[src/rtl/ser_frame_rx.sv]
// rtl/ser_frame_rx.sv - serial frame receiver: start-flag sync, abort-flag filtering, serial and word output
//
// Ports:
//   clk       in   rising-edge clock
//   rst       in   asynchronous active-low reset
//   RcIn      in   serial line input, sampled every rising edge
//   txOut     out  forwarded payload bit
//   txValid   out  txOut holds a payload bit this cycle
//   txAbort   out  one-cycle pulse when a frame is aborted
//   wordOut   out  packed payload word, first received bit in the MSB
//   wordValid out  one-cycle pulse, wordOut valid
//   frameDone out  one-cycle pulse with the last payload bit of a frame
//   bitCount  out  payload bits forwarded in the current frame
module ser_frame_rx #(
    parameter int                FLAG_W     = 8,
    parameter logic [FLAG_W-1:0] START_FLAG = 8'h7E,
    parameter logic [FLAG_W-1:0] ABORT_FLAG = 8'h81,
    parameter int                DATA_W     = 8,
    parameter int                MAX_BITS   = 96,
    parameter int                LEN_W      = 8
) (
    input  logic              clk,
    input  logic              rst,
    input  logic              RcIn,
    output logic              txOut,
    output logic              txValid,
    output logic              txAbort,
    output logic [DATA_W-1:0] wordOut,
    output logic              wordValid,
    output logic              frameDone,
    output logic [LEN_W-1:0]  bitCount
);

    localparam int FC_W = $clog2(FLAG_W + 1);
    localparam int WC_W = $clog2(DATA_W + 1);

    localparam logic [LEN_W-1:0] WIN_CNT    = LEN_W'(FLAG_W);
    localparam logic [LEN_W-1:0] MAX_CNT    = LEN_W'(MAX_BITS);
    localparam logic [FC_W-1:0]  FLUSH_INIT = FC_W'(FLAG_W - 1);
    localparam logic [WC_W-1:0]  FULL_CNT   = WC_W'(DATA_W - 1);

    typedef enum logic [1:0] {
        S_IDLE,
        S_DATA,
        S_FLUSH
    } state_t;

    state_t              r_state;
    logic [FLAG_W-1:0]   r_sr;
    logic [LEN_W-1:0]    r_rx_cnt;
    logic [FC_W-1:0]     r_flush_cnt;
    logic [DATA_W-1:0]   r_wsh;
    logic [WC_W-1:0]     r_wcnt;

    logic                r_tx_out;
    logic                r_tx_valid;
    logic                r_tx_abort;
    logic [DATA_W-1:0]   r_word_out;
    logic                r_word_valid;
    logic                r_frame_done;
    logic [LEN_W-1:0]    r_bit_cnt;

    logic                w_window;
    logic                w_abort;
    logic                w_emit;
    logic                w_last;
    logic                w_bit;
    logic                w_word_full;
    logic [DATA_W-1:0]   w_word_next;
    logic [WC_W-1:0]     w_pad;
    logic [DATA_W-1:0]   w_word_pad;

    // The shift register holds only payload once FLAG_W payload bits have
    // been sampled; before that it still contains start-flag bits.
    assign w_window    = (r_rx_cnt >= WIN_CNT);
    assign w_abort     = (r_state == S_DATA) && w_window && (r_sr == ABORT_FLAG);
    assign w_emit      = ((r_state == S_DATA) && w_window && !w_abort) ||
                         ((r_state == S_FLUSH) && (r_flush_cnt != '0));
    assign w_last      = (r_state == S_FLUSH) && (r_flush_cnt == FC_W'(1));
    assign w_bit       = r_sr[FLAG_W-1];
    assign w_word_full = (r_wcnt == FULL_CNT);
    assign w_word_next = {r_wsh[DATA_W-2:0], w_bit};
    // Left-align a short final word; the shift also drops stale upper bits.
    assign w_pad       = FULL_CNT - r_wcnt;
    assign w_word_pad  = w_word_next << w_pad;

    always_ff @(posedge clk or negedge rst) begin
        if (!rst) begin
            r_state      <= S_IDLE;
            r_sr         <= '0;
            r_rx_cnt     <= '0;
            r_flush_cnt  <= '0;
            r_wsh        <= '0;
            r_wcnt       <= '0;
            r_tx_out     <= 1'b0;
            r_tx_valid   <= 1'b0;
            r_tx_abort   <= 1'b0;
            r_word_out   <= '0;
            r_word_valid <= 1'b0;
            r_frame_done <= 1'b0;
            r_bit_cnt    <= '0;
        end else begin
            r_sr         <= {r_sr[FLAG_W-2:0], RcIn};
            r_tx_out     <= 1'b0;
            r_tx_valid   <= 1'b0;
            r_tx_abort   <= 1'b0;
            r_word_valid <= 1'b0;
            r_frame_done <= 1'b0;

            case (r_state)
                S_IDLE: begin
                    if (r_sr == START_FLAG) begin
                        // The bit sampled on this edge is payload bit 0.
                        r_state   <= S_DATA;
                        r_rx_cnt  <= LEN_W'(1);
                        r_bit_cnt <= '0;
                        r_wsh     <= '0;
                        r_wcnt    <= '0;
                    end
                end
                S_DATA: begin
                    if (w_abort) begin
                        r_tx_abort <= 1'b1;
                        r_sr       <= '0;
                        r_state    <= S_IDLE;
                    end else if (r_rx_cnt == MAX_CNT) begin
                        // Last bit is sampled; drain the FLAG_W-1 bits still held.
                        r_state     <= S_FLUSH;
                        r_flush_cnt <= FLUSH_INIT;
                    end else begin
                        r_rx_cnt <= r_rx_cnt + LEN_W'(1);
                    end
                end
                S_FLUSH: begin
                    if (r_flush_cnt == '0) begin
                        r_sr    <= '0;
                        r_state <= S_IDLE;
                    end else begin
                        r_flush_cnt <= r_flush_cnt - FC_W'(1);
                    end
                end
                default: begin
                    r_state <= S_IDLE;
                end
            endcase

            if (w_emit) begin
                r_tx_valid <= 1'b1;
                r_tx_out   <= w_bit;
                r_bit_cnt  <= r_bit_cnt + LEN_W'(1);
                if (w_word_full) begin
                    r_word_out   <= w_word_next;
                    r_word_valid <= 1'b1;
                    r_wsh        <= '0;
                    r_wcnt       <= '0;
                end else begin
                    r_wsh  <= w_word_next;
                    r_wcnt <= r_wcnt + WC_W'(1);
                    if (w_last) begin
                        r_word_out   <= w_word_pad;
                        r_word_valid <= 1'b1;
                    end
                end
                if (w_last) begin
                    r_frame_done <= 1'b1;
                end
            end
        end
    end

    assign txOut     = r_tx_out;
    assign txValid   = r_tx_valid;
    assign txAbort   = r_tx_abort;
    assign wordOut   = r_word_out;
    assign wordValid = r_word_valid;
    assign frameDone = r_frame_done;
    assign bitCount  = r_bit_cnt;

endmodule

[config.mk]
export PLATFORM = sky130hd
export DESIGN_NAME = ser_frame_rx
export DESIGN_NICKNAME = d
export VERILOG_FILES = /design/src/rtl/ser_frame_rx.sv
export SDC_FILE = /design/constraint.sdc
export NUM_CORES = 1
export LEC_CHECK = 0
export ABC_AREA = 1
export BUFFER_PORTS_ARGS = -buffer_cell sky130_fd_sc_hd__buf_2
export CORE_MARGIN = 10
export CORE_UTILIZATION = 50
export CTS_BUF_LIST = sky130_fd_sc_hd__clkbuf_8
export DETAILED_ROUTE_END_ITERATION = 7
export HOLD_SLACK_MARGIN = 0.12
export PLACE_DENSITY_LB_ADDON = 0.15
export REMOVE_ABC_BUFFERS = 1
export SYNTH_ARGS = -nofsm -noshare
export SYNTH_HDL_FRONTEND = slang
export SYNTH_SLANG_ARGS = --single-unit
[constraint.sdc]
create_clock -name clk -period 3 [get_ports clk]
set_clock_uncertainty 0.05 [all_clocks]
set_input_delay 0 -clock clk [delete_from_list [all_inputs] [get_ports clk]]
set_output_delay 0 -clock clk [all_outputs]
set_load 0.1 [all_outputs]
## Word level (Yosys, flattened, before mapping)

Cells that the tools add are included.

| word-level totals | value |
|---|---|
| output and inout bits | 21 |
| word-level logic and storage cells | 89 |
| register bits | 54 |
| bits of input ports | 3 |

| operators by class | value |
|---|---|
| reduce and logical (&&, ||, !) cells | 20 |
| add/sub/neg operators | 5 |
| muxes and demuxes | 35 |
| shifts and indexed selects | 1 |
| eq/ne operators | 14 |
| order comparisons | 1 |

Operators with widths:

| operator | count |
|---|---|
| 8-bit 2-to-1 mux | 10 |
| 8-bit one-hot mux with 2 select lines | 2 |
| 4-bit 2-to-1 mux | 7 |
| 8-bit by 1-bit adder with 8-bit output (second input constant) | 2 |
| 8-bit by 7-bit equality test with 1-bit output (second input constant) | 2 |
| 7-bit 2-to-1 mux | 2 |
| 2-bit nonzero test | 5 |
| 8-bit equality test (second input constant) | 1 |
| 8-bit by 4-bit greater-or-equal comparator with 1-bit output (second input constant) | 1 |
| 1-bit 2-to-1 mux | 8 |
| 2-bit 2-to-1 mux | 4 |
| 2-bit != test (second input constant) | 4 |
| 4-bit one-hot mux with 2 select lines | 1 |
| 4-bit AND reduction | 2 |
| 8-bit by 4-bit left shift with 8-bit output | 1 |
| 2-bit one-hot mux with 3 select lines | 1 |
| 1-bit logical AND | 5 |
| 4-bit by 1-bit adder with 4-bit output (second input constant) | 1 |
| 4-bit by 1-bit equality test with 1-bit output (second input constant) | 1 |
| 4-bit by 3-bit equality test with 1-bit output (second input constant) | 1 |
| 4-bit zero test | 1 |
| 2-bit by 1-bit != test with 1-bit output (second input constant) | 2 |
| 2-bit AND reduction | 2 |
| 4-bit nonzero test | 1 |
| other kinds (9) | 9 |

## Longest topological paths before layout

| depth | value |
|---|---|
| depth after elaboration | 8 |
| gate-level depth with buffers | 10 |
| depth with buffers taken out | 10 |

## Least setup slack after synthesis

Ideal clock, no wire load.

| timing | value |
|---|---|
| kind | register to register |
| start | register r_bit_cnt[0] (netlist: bitCount[0]) |
| end | register r_bit_cnt[6] (netlist: bitCount[6]) |
| setup slack | 1099 ps |
| required time | 2880 ps |
| data arrival time | 1782 ps |
| path buffers | 0 |
| period minus slack after synthesis | 1901 ps |
| setup time | 70 ps |
| cell stages (with the launch flop) | 7 |
| path through | dfrtp_1 > ha_1 > nand4_1 > nor2_1 > xor2_1 > nand2_1 > nand2_1 |

| on the way | value |
|---|---|
| longest elaborated chain between the ends | 2 |

RTL lines:

| item | line | RTL |
|---|---|---|
| start: declaration | 61 | `logic [LEN_W-1:0] r_bit_cnt;` |
| start signal: assignment | 150 | `r_bit_cnt <= r_bit_cnt + LEN_W'(1);` |
| 8-bit by 1-bit adder with 8-bit output | 150 |  |
| 8-bit 2-to-1 mux | 147 | `if (w_emit) begin` |

No other way between the ends.
A chain may end at the register's enable or synchronous reset.

## Final worst setup path

| timing | value |
|---|---|
| start | register r_state[1] |
| end | register r_word_out[6] (netlist: wordOut[6]) |

| on the way | value |
|---|---|
| longest elaborated chain between the ends | 7 |
| elaborated cells between the ends (all ways) | 11 |
| classes of those cells | eq/ne: 2; reduce/logical: 9 |

RTL lines:

| item | line | RTL |
|---|---|---|
| start: declaration | 48 | `state_t r_state;` |
| start signal: assignment | 89 | `r_state <= S_IDLE;` |
| start signal: assignment | 114 | `r_state <= S_DATA;` |
| start signal: assignment | 125 | `r_state <= S_IDLE;` |
| 2-bit by 1-bit equality test with 1-bit output | 76, 77 |  |
| 1-bit logical AND | 76, 77 |  |
| 1-bit logical AND | 76 | `assign w_abort = (r_state == S_DATA) && w_window && (r_sr == ABORT_FLAG);` |
| 1-bit zero test | 77 | `assign w_emit = ((r_state == S_DATA) && w_window && !w_abort) \|\|` |
| 1-bit logical AND | 77 |  |
| 1-bit logical OR | 77 |  |
| 2-bit AND reduction (no source line) (*) | n/a |  |
| end signal: assignment | 152 | `r_word_out <= w_word_next;` |
| end signal: assignment | 160 | `r_word_out <= w_word_pad;` |
| end: declaration | 58 | `logic [DATA_W-1:0] r_word_out;` |

Mark *: on every way between the ends. The rest lies on a longest branch, timed or not.

==> results.py <==
metrics = {
    "layout": {
        "num-nets-final": 449,
        "layout-area-overhead-vs-synth_pct": 7.744,
        "n_antenna_cell": 0,
        "finalInstanceArea_um2": 3430,
        "utilization_pct": 54.63,
        "drive_gt1_share_pct": 13.24,
        "fill_cells": 606,
    },
    "die": {
        "io-pin-count": 24,
        "initial_core_util_pct": 50.71,
        "placementRows": 29,
        "fp.dieH_um": 99.79,
        "die_area_um2": 9957,
        "core-area_um2": 6277,
        "die_width_um": 99.79,
    },
    "sta": {
        "fin_crit_sh_pct": 67.53,
        "grt_setup_unrepaired": "false",
        "report.final.slew_viol_count": 0,
        "postLayoutSetupSlackWorst_ns": 0.9741,
        "timing.setup.tns_ns": 0,
        "timing.final.hold_violations": 0,
        "setup_viol": 0,
        "timing.max_slew.rel_slack_pct": 37.05,
        "final.min_clock_period_ns": 2.026,
        "max_slew.worst_pin.slew_ns": 0.9443,
        "fmax_ghz": 0.4936,
    },
    "setup_path": {
        "path_buf_inv": 1,
        "path_cells": "inv_1, ha_1, nand3_4, nand2_4, nand2_2, nand2_1, nand2_1",
        "crit_required_ns": 3.15,
        "arrival_ns": 2.18,
        "crit_fanout": 28,
        "critical-path-top-cell-by-count": "sky130_fd_sc_hd__nand2_1",
        "criticalPathCategory": "reg2reg",
        "start_kind": "register",
        "critPathCaptureType": "register",
        "cp_slowest_cell": "sky130_fd_sc_hd__dfrtp_1",
        "critical-path-max-stage-delay_ns": 0.41,
        "cp_top_delay_family": "simple AND/OR/NAND/NOR gates",
    },
    "yosys": {
        "post_synth_inst_count": 416,
        "synth-seq-cells": 54,
        "number_of_enable_flip_flop_cells_after_synthesis": 0,
        "mappedNetlistArea_um2": 3183,
        "synthTopCellsByCount": "131 x sky130_fd_sc_hd__nand2_1, 66 x sky130_fd_sc_hd__nand3_1, 54 x sky130_fd_sc_hd__dfrtp_1, 40 x sky130_fd_sc_hd__inv_1, 28 x sky130_fd_sc_hd__nor2_1",
        "synth_sequential_area_ratio_pct": 42.45,
        "synthDominantCellAreaShare_pct": 42.45,
        "yosys_warnings": 0,
        "syn_area_per_cell_um2": 7.652,
        "synthFlopType": "sky130_fd_sc_hd__dfrtp_1",
        "yosysMostFrequentCell": "sky130_fd_sc_hd__nand2_1",
        "yosysTopAreaCell": "sky130_fd_sc_hd__dfrtp_1",
        "netlist-cell-type-count": 30,
        "synth_area_leaders": "sky130_fd_sc_hd__dfrtp_1 42%, sky130_fd_sc_hd__nand2_1 15%, sky130_fd_sc_hd__nand3_1 10%",
        "postSynth.asyncResetShare_pct": 100.0,
    },
    "power": {
        "pwr_density_cell_nw_per_um2": 614.3,
        "leakage_nw": 1.877,
        "ir_drop_uv": 418.9,
    },
    "routing": {
        "postRouteWirelength_mm": 6.624,
        "detail-route-antenna-nets": 0,
        "top_signal_layer_used": "met4",
        "via_count": 2674,
        "routed_via_density": 5.192,
        "routedWlPerCell_um": 12.86,
        "drt_iter0_drc": 110,
        "drt_pass1_iterations": 4,
        "met2_wirelength_mm": 2.982,
        "drc": 0,
        "wl_met1_mm": 3.306,
        "met3_length_um": 277,
    },
    "clock_network": {
        "tritoncts": "yes",
        "clk_transition_reported_paths_ns": 0.10,
        "tritoncts_num_sinks": 54,
        "clock-root-buffer": "sky130_fd_sc_hd__clkbuf_8",
        "clk_latency_ns": 0.30,
        "cts_inserted_buffers": 5,
        "post_cts.resized_instances": 0,
        "cts-root-to-sink-buffers": 2,
        "cts-htree-levels": 2,
    },
    "global_route": {
        "grt_start_max_net_pins": 43,
        "antenna_found_initial": 0,
        "first_global_vias": 2484,
        "global_route.overflow_total": 0,
        "grt_use_total_pct": 13.97,
        "global_route_wire_length_before_repair_mm": 11.85,
    },
    "place": {
        "pre_cts_slack_ns": 0.9671,
        "portBuffers": 23,
        "dp_hpwl_mm": 4.803,
        "dpl_cell_area_um2": 3301,
        "place_congestion": 0.8745,
    },
    "hold_path": {
        "min_path_type": "in2async",
    },
    "run_status": {
        "status": "finished clean",
    },
    "job": {
        "timing.max_cap.violations": 0,
    },
}
==> per-stage QoR <==
stage / hold slack [ns] / std cells / power [mW]
global placement: 0.1406 / 505 / 1.634
CTS: 0.3619 / 515 / 2.132
global route: 0.3942 / 515 / 2.272
floorplan: -0.3456 / 403 / 1.476
detailed placement: 0.1563 / 505 / 1.643
finish: 0.3248 / 515 / 2.107
==> flip-flops by register name, indices dropped and copies added (netlist names), 2 cells and up <==
| register | flops |
|---|---|
| bitCount | 8 |
| wordOut | 8 |
| r_wsh | 7 |
| r_wcnt | 4 |
| r_state | 2 |
| r_rx_cnt | 8 |
| r_sr | 8 |
| r_flush_cnt | 4 |
==> routing by layer <==
metal	track usage [%]	vias to the layer above
met5	0	-
met4	4.410	0
met3	3.297	4
met2	21.11	42
met1	19.26	1234
li1	-	1394
==> worst reg2reg max path, cell delays in order, from the launching register on <==
cell	delay, ns
sky130_fd_sc_hd__dfrtp_1	0.41
sky130_fd_sc_hd__inv_1	0.08
sky130_fd_sc_hd__ha_1	0.40
sky130_fd_sc_hd__nand3_4	0.31
sky130_fd_sc_hd__nand2_4	0.34
sky130_fd_sc_hd__nand2_2	0.19
sky130_fd_sc_hd__nand2_1	0.11
sky130_fd_sc_hd__nand2_1	0.05
==> layout make-up <==
type	count	area, µm²	share of cell area [%]
inverter	43	163.9	4.779
multi-input combinational	306	1559	45.46
clock buffer	5	68.82	2.007
timing repair buffer	27	150.1	4.378
sequential	54	1351	39.40
clock inverter	3	40.04	1.167
tap	77	96.34	2.809
==> cells in the final DEF, fill, tap and decap left out, drive strengths merged <==
cell and instances:
clkinv 2, a21boi 3, dfrtp 54, nand3 70, nand2 140, a21oi 8
inv 43, ha 9, bufinv 1, nand3b 1, nand4 20, dlygate4sd3 2
nor3b 2, or2 2, o21ai 12, xor2 4, nor3 1, buf 25
nor2 34, clkbuf 5
==> worst paths after layout <==
kind	start	to	slack (ns)	cells past startpoint
max in group asynchronous	rst	r_state[0]	1.82	3
max	r_state[1]	wordOut[6]	0.97	7
min	rst	txAbort	0.32	2
min in group clk	wordOut[5]	wordOut[5]	0.43	2
min reg2reg	wordOut[5]	wordOut[5]	0.43	2
max reg2reg	r_state[1]	wordOut[6]	0.97	7
==> what timing repair did <==
| action | 4_1_cts | 5_1_grt |
|---|---|---|
| endpoints found under the hold margin | 42 | 0 |
| hold buffers | 2 | 0 |
| buffers inserted | 0 | 0 |
==> where the power goes <==
group	switching (mW)	total (mW)	internal, mW
logic	0.475	0.688	0.213
clock network	0.236	0.482	0.246
registers	0.108	0.937	0.829
==> logic make-up (layout without fill, tap and decap cells) <==
group / Yosys count / count (layout) / share of synthesized area, %
simple gates: 270 / 270 / 40.37
buf+inv: 56 / 78 / 8.569
flops: 54 / 54 / 42.45
compound gates: 23 / 23 / 3.970
fa+ha+maj: 9 / 9 / 3.538
xor+xnor: 4 / 4 / 1.101
Power figures use the tool's default switching activity.
